--- src/rtl/elevator_pkg.sv ---
// Shared codes and types for the SCAN elevator car controller.
package elevator_pkg;

    localparam int DEFAULT_N_FLOORS = 5;

    typedef enum logic [1:0] {
        DIR_NONE = 2'b00,
        DIR_UP   = 2'b01,
        DIR_DOWN = 2'b10
    } dir_e;

    typedef enum logic [1:0] {
        DECIDE,
        MOVE_UP,
        MOVE_DOWN,
        DOOR
    } state_e;

    function automatic int max_int(input int a, input int b);
        return (a > b) ? a : b;
    endfunction

endpackage

--- src/rtl/elev_timer.sv ---
// Up-counter shared by travel and door phases: cleared while deciding,
// wraps to zero on reaching the terminal value.
module elev_timer #(
    parameter int W = 4
) (
    input  logic         clk_i,
    input  logic         rst_ni,
    input  logic         clr_i,
    input  logic [W-1:0] term_i,
    output logic [W-1:0] count_o,
    output logic         tc_o
);

    logic [W-1:0] count_q, count_d;

    assign tc_o    = !clr_i && (count_q == term_i);
    assign count_o = count_q;

    always_comb begin
        count_d = count_q + W'(1);
        if (clr_i || tc_o) begin
            count_d = '0;
        end
    end

    always_ff @(posedge clk_i or negedge rst_ni) begin
        if (!rst_ni) begin
            count_q <= '0;
        end else begin
            count_q <= count_d;
        end
    end

endmodule

--- src/rtl/elevator_scheduler.sv ---
// SCAN car controller: latches hall calls, steps one floor per travel period
// and holds the door open at each served floor.
module elevator_scheduler
    import elevator_pkg::*;
#(
    parameter int N_FLOORS    = DEFAULT_N_FLOORS,
    parameter int MOVE_CYCLES = 50,
    parameter int DOOR_CYCLES = 100
) (
    input  logic                        clk_i,
    input  logic                        rst_ni,
    input  logic [N_FLOORS-1:0]         up_req_i,
    input  logic [N_FLOORS-1:0]         down_req_i,
    output logic [N_FLOORS-1:0]         up_pend_o,
    output logic [N_FLOORS-1:0]         down_pend_o,
    output logic [$clog2(N_FLOORS)-1:0] floor_o,
    output logic [1:0]                  dir_o,
    output logic                        door_open_o,
    output logic                        arrived_o
);

    localparam int FW = $clog2(N_FLOORS);
    localparam int TW = $clog2(max_int(MOVE_CYCLES, DOOR_CYCLES) + 1);
    localparam logic [N_FLOORS-1:0] UP_OK   = {1'b0, {(N_FLOORS-1){1'b1}}};
    localparam logic [N_FLOORS-1:0] DOWN_OK = {{(N_FLOORS-1){1'b1}}, 1'b0};

    state_e               state_q, state_d;
    dir_e                 dir_q, dir_d;
    logic [FW-1:0]        floor_q, floor_d;
    logic [N_FLOORS-1:0]  up_pend_q, up_pend_d, down_pend_q, down_pend_d;
    logic [N_FLOORS-1:0]  at_floor, above_mask, below_mask, any_pend;
    logic [N_FLOORS-1:0]  up_in, down_in, up_clr, down_clr;
    logic                 above, below, tmr_tc;
    logic [TW-1:0]        tmr_count, tmr_term;

    for (genvar gi = 0; gi < N_FLOORS; gi++) begin : g_floor_mask
        assign at_floor[gi]   = (floor_q == FW'(gi));
        assign above_mask[gi] = (FW'(gi) > floor_q);
        assign below_mask[gi] = (FW'(gi) < floor_q);
    end

    assign any_pend = up_pend_q | down_pend_q;
    assign above    = |(any_pend & above_mask);
    assign below    = |(any_pend & below_mask);

    // While the door is open, a call at this floor in the travel direction is already being served.
    assign up_in   = up_req_i & UP_OK &
                     ~((state_q == DOOR && dir_q == DIR_UP) ? at_floor : '0);
    assign down_in = down_req_i & DOWN_OK &
                     ~((state_q == DOOR && dir_q == DIR_DOWN) ? at_floor : '0);

    assign up_pend_d   = (up_pend_q | up_in) & ~up_clr;
    assign down_pend_d = (down_pend_q | down_in) & ~down_clr;

    assign tmr_term = (state_q == DOOR) ? TW'(DOOR_CYCLES - 1) : TW'(MOVE_CYCLES - 1);

    elev_timer #(.W(TW)) u_timer (
        .clk_i   (clk_i),
        .rst_ni  (rst_ni),
        .clr_i   (state_q == DECIDE),
        .term_i  (tmr_term),
        .count_o (tmr_count),
        .tc_o    (tmr_tc)
    );

    always_ff @(posedge clk_i or negedge rst_ni) begin
        if (!rst_ni) begin
            state_q     <= DECIDE;
            dir_q       <= DIR_NONE;
            floor_q     <= '0;
            up_pend_q   <= '0;
            down_pend_q <= '0;
        end else begin
            state_q     <= state_d;
            dir_q       <= dir_d;
            floor_q     <= floor_d;
            up_pend_q   <= up_pend_d;
            down_pend_q <= down_pend_d;
        end
    end

    always_comb begin
        state_d  = state_q;
        dir_d    = dir_q;
        floor_d  = floor_q;
        up_clr   = '0;
        down_clr = '0;
        case (state_q)
            DECIDE: begin
                if (dir_q != DIR_DOWN) begin
                    if (|(up_pend_q & at_floor)) begin
                        state_d = DOOR;      up_clr = at_floor;   dir_d = DIR_UP;
                    end else if (above) begin
                        state_d = MOVE_UP;   dir_d = DIR_UP;
                    end else if (|(down_pend_q & at_floor)) begin
                        state_d = DOOR;      down_clr = at_floor; dir_d = DIR_DOWN;
                    end else if (below) begin
                        state_d = MOVE_DOWN; dir_d = DIR_DOWN;
                    end else begin
                        dir_d = DIR_NONE;
                    end
                end else begin
                    if (|(down_pend_q & at_floor)) begin
                        state_d = DOOR;      down_clr = at_floor; dir_d = DIR_DOWN;
                    end else if (below) begin
                        state_d = MOVE_DOWN; dir_d = DIR_DOWN;
                    end else if (|(up_pend_q & at_floor)) begin
                        state_d = DOOR;      up_clr = at_floor;   dir_d = DIR_UP;
                    end else if (above) begin
                        state_d = MOVE_UP;   dir_d = DIR_UP;
                    end else begin
                        dir_d = DIR_NONE;
                    end
                end
            end
            MOVE_UP: if (tmr_tc) begin
                floor_d = floor_q + FW'(1);
                state_d = DECIDE;
            end
            MOVE_DOWN: if (tmr_tc) begin
                floor_d = floor_q - FW'(1);
                state_d = DECIDE;
            end
            DOOR: if (tmr_tc) begin
                state_d = DECIDE;
            end
            default: state_d = DECIDE;
        endcase
    end

    always_comb begin
        door_open_o = (state_q == DOOR);
        arrived_o   = (state_q == DOOR) && (tmr_count == '0);
        dir_o       = dir_q;
        floor_o     = floor_q;
        up_pend_o   = up_pend_q;
        down_pend_o = down_pend_q;
    end

endmodule

--- config.mk ---
export PLATFORM = sky130hd
export DESIGN_NAME = elevator_scheduler
export DESIGN_NICKNAME = d
export VERILOG_FILES = /design/src/rtl/elevator_pkg.sv /design/src/rtl/elev_timer.sv /design/src/rtl/elevator_scheduler.sv
export SDC_FILE = /design/constraint.sdc
export NUM_CORES = 1
export LEC_CHECK = 0
export CORE_ASPECT_RATIO = 2
export CORE_MARGIN = 2
export CORE_UTILIZATION = 30
export DETAILED_ROUTE_END_ITERATION = 8
export SYNTH_ARGS = -nofsm -noshare
export SYNTH_HDL_FRONTEND = slang
export SYNTH_SLANG_ARGS = --single-unit
--- constraint.sdc ---
create_clock -name clk_i -period 2.9 [get_ports clk_i]
set_input_delay 0.58 -clock clk_i [delete_from_list [all_inputs] [get_ports clk_i]]
set_output_delay 0.58 -clock clk_i [all_outputs]
set_load 0.05 [all_outputs]
==> summary.md <==
| Metric | Value |
|---|---|
| Post-Syn Area per Cell | `9.29 sq um` |
| Setup TNS | `0 ps` |
| Mapped Nets | `182` |
| Final setup vio count | `0` |
| Reg2reg path depth | `8` |
| Vias/cell | `5.20` |
| Status | `finished, final reports clean` |
| Die ar. | `0.00566 sq mm` |
| Min Tclk post-route | `2550 ps` |
| R2r setup slk | `490 ps` |
| Worst hold slack | `561 ps` |
| Initial antenna violation count | `0` |
| # hold bufs at CTS | `0` |
| Top sig layer | `met4` |
| Seq/Total Area, Yosys | `39.7%` |
| Cell Area, Synth | `0.00151 sq mm` |
| Final Max Slew Viols | `0` |
| Slowest-stage cell, CP | `clkdlybuf4s50_1` |
| P_leak | `0.729 nW` |
| Min-Delay Path Class | `reg -> reg` |
| CTS clk-pin slew, worst paths | `90 ps` |
| Root Buffer | `clkbuf_8` |
| Area Overhead vs Synth | `26.0%` |
| Pint | `815 uW` |
| Largest buffer count on any clock path | `2` |
| Mapped Cells | `163` |
| Vias in the first global route | `1384` |
| Antenna Nets Post-Route | `0` |
| Area contributors post-synth | `dfrtp_1 40%, ha_1 5.8%, nor2_1 5.5%` |
| Hpwl dp | `2.82 mm` |
| Final Hold Viols | `0` |
| Core Area | `0.00486 sq mm` |
| Initial core utilization | `31.1%` |
| Max FO, Critical Path | `5` |
| Detailed-router iteration count before antenna repair | `4` |
| TritonCTS buffer count | `3` |
| Worst R2R End | `up_pend_o[0]$_DFF_PN0_` |
| Post-CTS setup repair buffer count | `0` |
| Critical R2R Launch | `floor_o[1]$_DFFE_PN0P_` |
| Pwr dens | `707 mW/mm^2` |
| Critical Path RT | `2320 ps` |
| CP startpoint | `u_timer.count_o[4]$_DFF_PN0_` |
| CTS tree | `built` |
| Share of Yosys cell area claimed by the top area cell type | `39.7%` |
| Final clock period utilization by the worst path | `87.9%` |
| DRT iter0 DRCs | `17` |
| Metal2 WL | `2.10 mm` |
| CP Launch Type | `flop` |
| N_diodes | `0` |
| Row cnt | `36` |
| Dominant cell type by area after synthesis | `dfrtp_1` |
| Top FF cell, synth | `dfrtp_1` |
| Critical path capture point type | `output pin` |
| Max-slew headroom | `57.7%` |
| Setup crit end | `arrived_o` |
| Switch Pwr | `533 uW` |
| Routability cong. | `0.818` |
| Final cell count without fillers | `250` |
| Total global routing overflow | `0` |
| Layout cells sized above 1 | `10.4%` |
| Die height | `104 microns` |
| Gate power share | `40.0%` |
| CP cell instances | `and3b_1 -> and4_1 -> clkdlybuf4s50_1` |
| WL met1 | `1.50 mm` |
| F_max | `392 MHz` |
| Skew final | `5.96 ps` |
| Distinct cells, synth | `48` |
| Port Buffer Count | `26` |
| Sw Ratio | `39.5%` |
| Die W | `54.2 microns` |
| H-Tree Depth | `1` |
| DRC viols | `0` |
| Largest net degree at the start of global routing | `25` |
| Clock Latency Late Sink | `280 ps` |
| Placed cells | `246` |
| WS Path Type | `reg -> out` |
| Layout net count | `213` |
| GRT Overall Usage | `14.5%` |
| Post-synth ARST share | `100%` |
| Max Cap Viol | `0` |
| Wire per inst | `15.0 microns` |
| I/O pin cnt | `29` |
| Max incr delay on CP | `800 ps` |
| Num Clock Sinks | `24` |
| Final WL | `3.74 mm` |
| Clock Power Share | `22.6%` |
| RSZ-0062 raised after global routing | `no` |
| Number of synthesized register bits | `24` |
| Resize count post-CTS | `0` |
| Crit path DAT | `1970 ps` |
| EDFF count, synth | `0` |
| Synthesis Warnings | `0` |
| Metal3 WL | `73 microns` |
| VDD IR max | `0.401 mV` |
| Pin slew with the least headroom to its limit | `635 ps` |
| Vias post-DR | `1300` |
| Flop pwr share | `37.4%` |
| First-pass GRT wire length | `6.31 mm` |
==> kinds of logic (layout without fill, tap and decap cells) <==
| group | after synthesis | in the layout | share of synthesized area (%) |
|---|---|---|---|
| flops | 24 | 24 | 39.7 |
| buf+inv | 13 | 43 | 5.12 |
| fa+ha+maj | 7 | 7 | 5.78 |
| simple gates | 59 | 59 | 20.9 |
| mux | 2 | 2 | 1.32 |
| xor+xnor | 7 | 7 | 4.05 |
| compound gates | 51 | 51 | 23.1 |
==> metal layers <==
layer	track usage [%]	vias up
met4	4.46	0
met3	1.72	6
met2	26.2	16
met5	0	-
li1	-	645
met1	16.6	633
==> power groups by stage <==
| stage | Combinational (mW) | Clock [mW] | Sequential, mW |
|---|---|---|---|
| finish | 0.540 | 0.304 | 0.504 |
| global route | 0.599 | 0.322 | 0.519 |
| CTS | 0.543 | 0.315 | 0.502 |
| detailed placement | 0.538 | 0 | 0.510 |
| global placement | 0.528 | 0 | 0.508 |
| floorplan | 0.361 | 0 | 0.527 |
==> registers in the layout (all words and copies together), names as in the netlist <==
| name | count |
|---|---|
| u_timer.count_o | 7 |
| down_pend_o | 5 |
| up_pend_o | 5 |
| floor_o | 3 |
| dir_o | 2 |
| state_q | 2 |
==> cell type report <==
| type | instances | area, sq um |
|---|---|---|
| fillers | 494 | 2960 |
| repair buffers | 31 | 298 |
| multi-input cells | 126 | 836 |
| flip-flops and latches | 24 | 601 |
| inverters | 8 | 30.0 |
| clock buffers | 3 | 41.3 |
| clock inverters | 1 | 30.0 |
| well taps | 57 | 71.3 |
==> worst min-delay path by stage <==
stage | from | to | slack (ps) | cells past startpoint
3_3_place_gp | u_timer.count_o[0]$_DFF_PN0_ | u_timer.count_o[0]$_DFF_PN0_ | 540 | 1
5_1_grt | floor_o[0]$_DFFE_PN0P_ | floor_o[0]$_DFFE_PN0P_ | 600 | 1
3_5_place_dp | u_timer.count_o[0]$_DFF_PN0_ | u_timer.count_o[0]$_DFF_PN0_ | 540 | 1
2_1_floorplan | rst_ni | dir_o[0]$_DFFE_PN0P_ | 280 | 0
4_1_cts | u_timer.count_o[0]$_DFF_PN0_ | u_timer.count_o[0]$_DFF_PN0_ | 550 | 1
6_report | u_timer.count_o[0]$_DFF_PN0_ | u_timer.count_o[0]$_DFF_PN0_ | 560 | 1
==> through the flow <==
step	worst slack (ps)	instance area, sq um	power, mW	utilization [%]
after detailed placement	522	1840	1.05	37.7
after CTS	346	1910	1.36	39.2
after global routing	283	1910	1.44	39.2
final	351	1910	1.35	39.2
after floorplan	394	1510	0.888	-
after global placement	531	1840	1.04	37.7
==> cell usage after synthesis (2+ instances only) <==
cell type	count
a211oi_1	2
a21oi_1	9
a22oi_1	4
a31oi_1	3
and2b_2	2
and3_1	2
and4_1	2
buf_6	2
dfrtp_1	24
ha_1	7
inv_1	8
mux2i_1	2
nand2_1	11
nand3_1	3
nand3b_1	2
nor2_1	22
nor2b_1	4
nor3b_1	3
o211ai_1	2
o21a_1	3
o21ai_0	8
o21ai_1	3
o21bai_1	2
o22ai_1	4
xnor2_1	4
xor2_1	3
==> cells in the final DEF, fill, tap and decap left out, drive strengths merged, types with 3 or more instances in the layout <==
master         netlist  final
nand3                4      4
ha                   7      7
nor2b                4      4
a211oi               3      3
o22ai                4      4
nor3b                3      3
a31oi                3      3
a21oi               10     10
and2b                3      3
clkdlybuf4s50        0     26
xor2                 3      3
dfrtp               24     24
buf                  3      5
a22oi                4      4
clkbuf               2      3
o21a                 3      3
xnor2                4      4
o21ai               12     12
nand2               11     11
inv                  8      8
nor2                22     22
==> worst max-delay path: cells and delay by family, from the launching register on <==
family | cells | cell delay (ps)
AND/OR/NAND/NOR | 2 | 460
flip-flops | 1 | 440
buffers and inverters | 1 | 800
Note: power is estimated with default switching activity, not from simulation.
